--- config.mk ---
export PLATFORM = sky130hd
export DESIGN_NAME = sigma_delta_multich_dac
export DESIGN_NICKNAME = d
export VERILOG_FILES = /design/src/rtl/sd_dac_pkg.sv /design/src/rtl/sd_dac_clamp.sv /design/src/rtl/sigma_delta_multich_dac.sv
export SDC_FILE = /design/constraint.sdc
export NUM_CORES = 1
export LEC_CHECK = 0
export CAP_MARGIN = 0
export CORE_MARGIN = 4
export CORE_UTILIZATION = 45
export DETAILED_ROUTE_END_ITERATION = 10
export PLACE_DENSITY_LB_ADDON = 0.2
export RECOVER_POWER = 50
export SETUP_SLACK_MARGIN = 0.15
export SLEW_MARGIN = 20
export SYNTH_ARGS = -nofsm -noshare
export SYNTH_HDL_FRONTEND = slang
export SYNTH_SLANG_ARGS = --single-unit
--- constraint.sdc ---
create_clock -name clk -period 7.5 [get_ports clk]
set_input_delay 1.5 -clock clk [delete_from_list [all_inputs] [get_ports clk]]
set_output_delay 1.5 -clock clk [all_outputs]
set_load 0.01 [all_outputs]
--- src/rtl/sd_dac_pkg.sv ---
// Shared state encoding, modulator constants and parameter-legality check
// for the time-multiplexed sigma-delta DAC.
package sd_dac_pkg;

    typedef enum logic {
        IDLE = 1'b0,
        RUN  = 1'b1
    } state_t;

    // Full-scale feedback magnitude.
    function automatic longint delta(input int in_w);
        return longint'(1) << (in_w - 1);
    endfunction

    // Largest input magnitude admitted into the modulator.
    function automatic longint clamp_lim(input int in_w);
        return longint'(1) << (in_w - 2);
    endfunction

    function automatic bit params_legal(input int nch, input int in_w,
                                        input int acc_w, input int order);
        return (nch >= 1) && (nch <= 16) && (in_w >= 2) &&
               (acc_w >= in_w + 4) && (acc_w <= 64) &&
               ((order == 1) || (order == 2));
    endfunction

endpackage

--- src/rtl/sd_dac_clamp.sv ---
// Capture-path conditioning of one sample: mute, clamp to +/-2^(IN_W-2),
// then sign-extend to the integrator width.
module sd_dac_clamp import sd_dac_pkg::*; #(
    parameter int IN_W  = 18,
    parameter int ACC_W = 48
) (
    input  logic signed [IN_W-1:0]  sample,
    input  logic                    mute,
    output logic signed [ACC_W-1:0] value
);

    localparam logic signed [IN_W-1:0] LIM = IN_W'(clamp_lim(IN_W));

    logic signed [IN_W-1:0] clamped;

    // The top two bits disagreeing with each other mark |sample| >= LIM.
    always_comb begin
        clamped = sample;
        if (mute)
            clamped = '0;
        else if (sample[IN_W-1:IN_W-2] == 2'b01)
            clamped = LIM;
        else if (sample[IN_W-1:IN_W-2] == 2'b10)
            clamped = -LIM;
    end

    assign value = {{(ACC_W-IN_W){clamped[IN_W-1]}}, clamped};

endmodule

--- src/rtl/sigma_delta_multich_dac.sv ---
// Multichannel 1st/2nd-order sigma-delta DAC sharing one three-operand adder
// across all channels and integrators, with a one-deep pending-frame buffer.
module sigma_delta_multich_dac import sd_dac_pkg::*; #(
    parameter int NCH   = 2,
    parameter int IN_W  = 18,
    parameter int ACC_W = 48,
    parameter int ORDER = 2
) (
    input  logic              clk,
    input  logic              reset,
    input  logic [NCH*IN_W-1:0] sample_in,
    input  logic              sample_in_rdy,
    input  logic              mute,
    output logic [NCH-1:0]    dout,
    output logic              busy,
    output logic              overrun
);

    localparam int CH_W   = (NCH > 1) ? $clog2(NCH) : 1;
    localparam int STEP_W = (ORDER > 1) ? $clog2(ORDER) : 1;
    localparam logic [CH_W-1:0]        LAST_CH   = CH_W'(NCH - 1);
    localparam logic [STEP_W-1:0]      LAST_STEP = STEP_W'(ORDER - 1);
    localparam logic signed [ACC_W-1:0] DELTA_A  = ACC_W'(delta(IN_W));

    generate
        if (!params_legal(NCH, IN_W, ACC_W, ORDER)) begin : g_bad_params
            $error("sigma_delta_multich_dac: illegal NCH/IN_W/ACC_W/ORDER combination");
        end
    endgenerate

    state_t                  state, next_state;
    logic [CH_W-1:0]         ch;
    logic [STEP_W-1:0]       step;
    logic                    pending;
    logic [NCH-1:0]          fb_neg;
    logic signed [ACC_W-1:0] captured [NCH];
    logic signed [ACC_W-1:0] work     [NCH];
    logic signed [ACC_W-1:0] pend     [NCH];
    logic signed [ACC_W-1:0] i1       [NCH];
    logic signed [ACC_W-1:0] i2       [NCH];
    logic signed [ACC_W-1:0] op_a, op_b, fb, sum;
    logic                    step_last, frame_last;

    for (genvar k = 0; k < NCH; k++) begin : g_clamp
        sd_dac_clamp #(.IN_W(IN_W), .ACC_W(ACC_W)) u_clamp (
            .sample (sample_in[k*IN_W +: IN_W]),
            .mute   (mute),
            .value  (captured[k])
        );
    end

    // Shared adder: step 0 feeds i1, step 1 cascades the fresh i1 into i2.
    always_comb begin
        step_last  = (step == LAST_STEP);
        frame_last = step_last && (ch == LAST_CH);
        fb         = fb_neg[ch] ? DELTA_A : -DELTA_A;
        if (step == '0) begin
            op_a = i1[ch];
            op_b = work[ch];
        end else begin
            op_a = i2[ch];
            op_b = i1[ch];
        end
        sum = op_a + op_b + fb;
    end

    always_ff @(posedge clk or posedge reset) begin
        if (reset)
            state <= IDLE;
        else
            state <= next_state;
    end

    always_comb begin
        next_state = state;
        case (state)
            IDLE:    if (sample_in_rdy) next_state = RUN;
            RUN:     if (frame_last && !pending && !sample_in_rdy) next_state = IDLE;
            default: next_state = IDLE;
        endcase
    end

    always_comb begin
        busy = (state == RUN);
    end

    always_ff @(posedge clk or posedge reset) begin
        if (reset) begin
            ch      <= '0;
            step    <= '0;
            pending <= 1'b0;
            overrun <= 1'b0;
            fb_neg  <= '0;
            dout    <= '0;
            for (int k = 0; k < NCH; k++) begin
                i1[k] <= '0;
                i2[k] <= '0;
            end
        end else begin
            overrun <= 1'b0;
            if (state == IDLE) begin
                ch   <= '0;
                step <= '0;
            end else begin
                if (step == '0)
                    i1[ch] <= sum;
                else
                    i2[ch] <= sum;
                if (step_last) begin
                    fb_neg[ch] <= sum[ACC_W-1];
                    dout[ch]   <= ~sum[ACC_W-1];
                    step       <= '0;
                    ch         <= (ch == LAST_CH) ? '0 : ch + 1'b1;
                end else begin
                    step <= step + 1'b1;
                end
                // At the frame boundary the pending slot drains, so a coincident strobe never overruns.
                if (frame_last)
                    pending <= pending && sample_in_rdy;
                else if (sample_in_rdy) begin
                    pending <= 1'b1;
                    overrun <= pending;
                end
            end
        end
    end

    always_ff @(posedge clk) begin
        for (int k = 0; k < NCH; k++) begin
            if (state == IDLE) begin
                if (sample_in_rdy) work[k] <= captured[k];
            end else if (frame_last) begin
                if (pending)
                    work[k] <= pend[k];
                else if (sample_in_rdy)
                    work[k] <= captured[k];
                if (pending && sample_in_rdy)
                    pend[k] <= captured[k];
            end else if (sample_in_rdy) begin
                pend[k] <= captured[k];
            end
        end
    end

endmodule

==> flow_metrics.tcl <==
set metrics [dict create \
    ctsHoldBuffers 0 \
    path_max_fanout 43 \
    cp_cell_sequence "buf_4 > mux4_2 > fa_1 > ha_1 > a21oi_1 > o21ai_1 > a221o_1 > a21o_1 > a221oi_1 > nand2_1 > or3b_2 > nand3_1" \
    r2r_slack_ns 1.36 \
    clkTransAtPathRegs_ns 0.06 \
    cts_resized 0 \
    hold_viol 0 \
    required_ns 8.03 \
    syn_area_um2 16190 \
    htree_levels 1 \
    die-area_um2 39080 \
    min_path_type "reg -> reg" \
    yosysTopAreaCell "dfrtp_1" \
    tightest_slew_ns 4.137 \
    final.period_utilization_pct 81.85 \
    finalSetupViolations 0 \
    area_growth_pct 11.31 \
    violations "max-capacitance violations, max-slew violations" \
    worst_ep_arrival_time_ns 6.66 \
    crit_slowest_cell "dfrtp_1" \
    rsz0062_at_grt "no" \
    critPathCaptureType "flip-flop" \
    outcome "finished, violations left" \
    netlist.area_leader.share_pct 30.75 \
    diodes 0 \
    synth-main-ff-cell "dfrtp_1" \
    wirelength_um 36850 \
    cts_buffer_depth 3 \
    syn_nets 1661 \
    yosysWarnings 0 \
    syn_area_per_cell_um2 10.60 \
    nNetsFinal 1648 \
    fmax_ghz 0.1629 \
    ys_seq_area_share_pct 44.10 \
    initial_core_util_pct 45.53 \
    drv_cap 5 \
    ioPinCount 44 \
    postSynthCellCount 1527 \
    finalWeightedCongestion 0.9315 \
    ys_seq_elements 271 \
    grt_max_degree 92 \
    drtIter0Drc 684 \
    grt-ovfl-total 0 \
    period_needed_ns 6.139 \
    tritoncts "done" \
    finalSetupTns_ns 0 \
    cpPeakStageDelay_ns 1.72 \
    finClkSkew_ns 0.01424 \
    synth_area_leaders "dfrtp_1, edfxtp_1, mux4_2, nand2_1, o21ai_0" \
    cts_buffers 31 \
    critPathKind "reg -> reg" \
    antenna_found_initial 0 \
    drv_slew 303 \
    port_buffers 43 \
    die_h_um 197.7 \
    drive_gt1_share_pct 14.50 \
    synth-edff-count 72 \
    grtUsageTotal_pct 19.10 \
    synth_cell_types 65 \
    cts_sinks 271 \
    first_global_vias 11300 \
    wl_per_cell_um 18.44 \
    postRouteAntennaNets 0 \
    grt_pass1_wl_um 61070 \
    cts_setup_buffers 0 \
    core_area_um2 35570 \
    vias_per_cell 5.727 \
    place_hpwl_um 24870 \
    route.detailed.drc 0 \
    cts_root_buf "clkbuf_16" \
    clkLatencyLatePin_ns 0.59 \
    rows 69 \
    first_pass_iters 5 \
    synthArstFlopShare_pct 73.43 \
    startpoint_type "flip-flop" \
    vias 11450 \
    relSlewSlack_pct -177.3 \
    die_w_um 197.7 \
]
layer usage:
| layer | GRT usage, % | up-vias | part of all wire [%] | wire length [µm] |
|---|---|---|---|---|
| li1 | - | 5547 | - | - |
| met1 | 27.84 | 5573 | 47 | 17150 |
| met2 | 30.72 | 276 | 46 | 17000 |
| met3 | 2.859 | 52 | 5.2 | 1930 |
| met4 | 4.081 | 0 | 2.1 | 775 |
| met5 | 0 | - | 0 | 0 |
cells by family after synthesis:
group           synth area share [%]
mux                            13.88
flops                          44.10
xor+xnor                       2.272
compound gates                 14.19
simple gates                   13.79
buf+inv                        3.114
fa+ha+maj                      8.654
cells in the final DEF, fill, tap and decap left out, drive strengths merged, types with 13 or more instances in the layout:
master | synthesis | final
fa | 30 | 30
ha | 64 | 64
clkinv | 0 | 13
clkbuf | 82 | 39
xor2 | 22 | 22
mux4 | 64 | 64
edfxtp | 72 | 72
nand3 | 38 | 38
nand2 | 251 | 251
clkdlybuf4s50 | 0 | 41
and2 | 40 | 40
o21ai | 184 | 184
xnor2 | 20 | 20
o31ai | 13 | 13
nor2 | 44 | 44
mux2 | 68 | 68
inv | 26 | 27
a21o | 40 | 40
dfrtp | 199 | 199
nand4 | 29 | 29
a21oi | 73 | 73
worst max-delay path: cells and delay by family, from the launching register on:
| kind | cells | cell delay [ns] |
|---|---|---|
| mux | 1 | 0.58 |
| fa+ha+maj | 2 | 0.93 |
| buf+inv | 1 | 0.60 |
| compound gates | 5 | 1.43 |
| flops | 1 | 1.72 |
| simple gates | 3 | 0.79 |
path summary, 6_finish.rpt:
check / startpoint / to / depth (start not counted)
max: step / i1[45] / 12
min reg2reg: i2[48] / i2[48] / 2
min: i2[48] / i2[48] / 2
max reg2reg: step / i1[45] / 12
max in group asynchronous: reset / i2[45] / 3
min in group asynchronous: reset / i2[25] / 2
per-stage QoR:
| step | util, % | area, µm² | setup slack (ns) | hold slack, ns | std cells |
|---|---|---|---|---|---|
| after floorplan | - | 16190 | 0.5743 | 0.4369 | 1527 |
| after global placement | 47.76 | 16990 | 2.281 | 0.4539 | 1942 |
| after detailed placement | 47.76 | 16990 | 2.194 | 0.4584 | 1942 |
| after CTS | 50.70 | 18030 | 2.176 | 0.4746 | 1999 |
| after global routing | 50.68 | 18020 | 0.9416 | 0.4822 | 1999 |
| final | 50.68 | 18020 | 1.361 | 0.4757 | 1999 |
synthesized netlist by cell type (all sizes together), types with 3 or more instances:
master  instances
a211o           4
fa             30
nor3           12
o21a            5
nand3b          9
xnor2          20
mux2           68
a221o           3
mux4           64
mux2i           4
a31oi           9
or3            10
clkbuf         82
o21bai          7
and3            9
nand3          38
nand2b          6
a221oi          3
o211ai          7
dfrtp         199
nor2b           9
buf            23
and4            3
a211oi          7
and4b           4
a21oi          73
ha             64
o21ai         184
edfxtp         72
or3b            3
a22o            3
xor2           22
and2           40
inv            26
nand2         251
nand4          29
nor4            3
o211a           3
a21o           40
o31ai          13
or4             5
nor2           44
cell type report:
| class | instances | area (µm²) |
|---|---|---|
| Inverter | 26 | 98.84 |
| Clock buffer | 35 | 810.8 |
| Clock inverter | 22 | 235.2 |
| Sequential cell | 271 | 7146 |
| Fill cell | 3208 | 17540 |
| Timing Repair Buffer | 59 | 550.5 |
| Tap cell | 461 | 576.8 |
| Multi-Input combinational cell | 1125 | 8607 |
sequential cells by signal (all words and copies together), names as in the netlist:
name     flops
busy         1
ch           1
dout         2
fb_neg       2
i1          96
i2          94
overrun      1
pend        36
pending      1
step         1
work        36
Power is left out: the tool's default activity adds up to more than one toggle a clock period on the data nets, which glitch-free logic cannot reach.
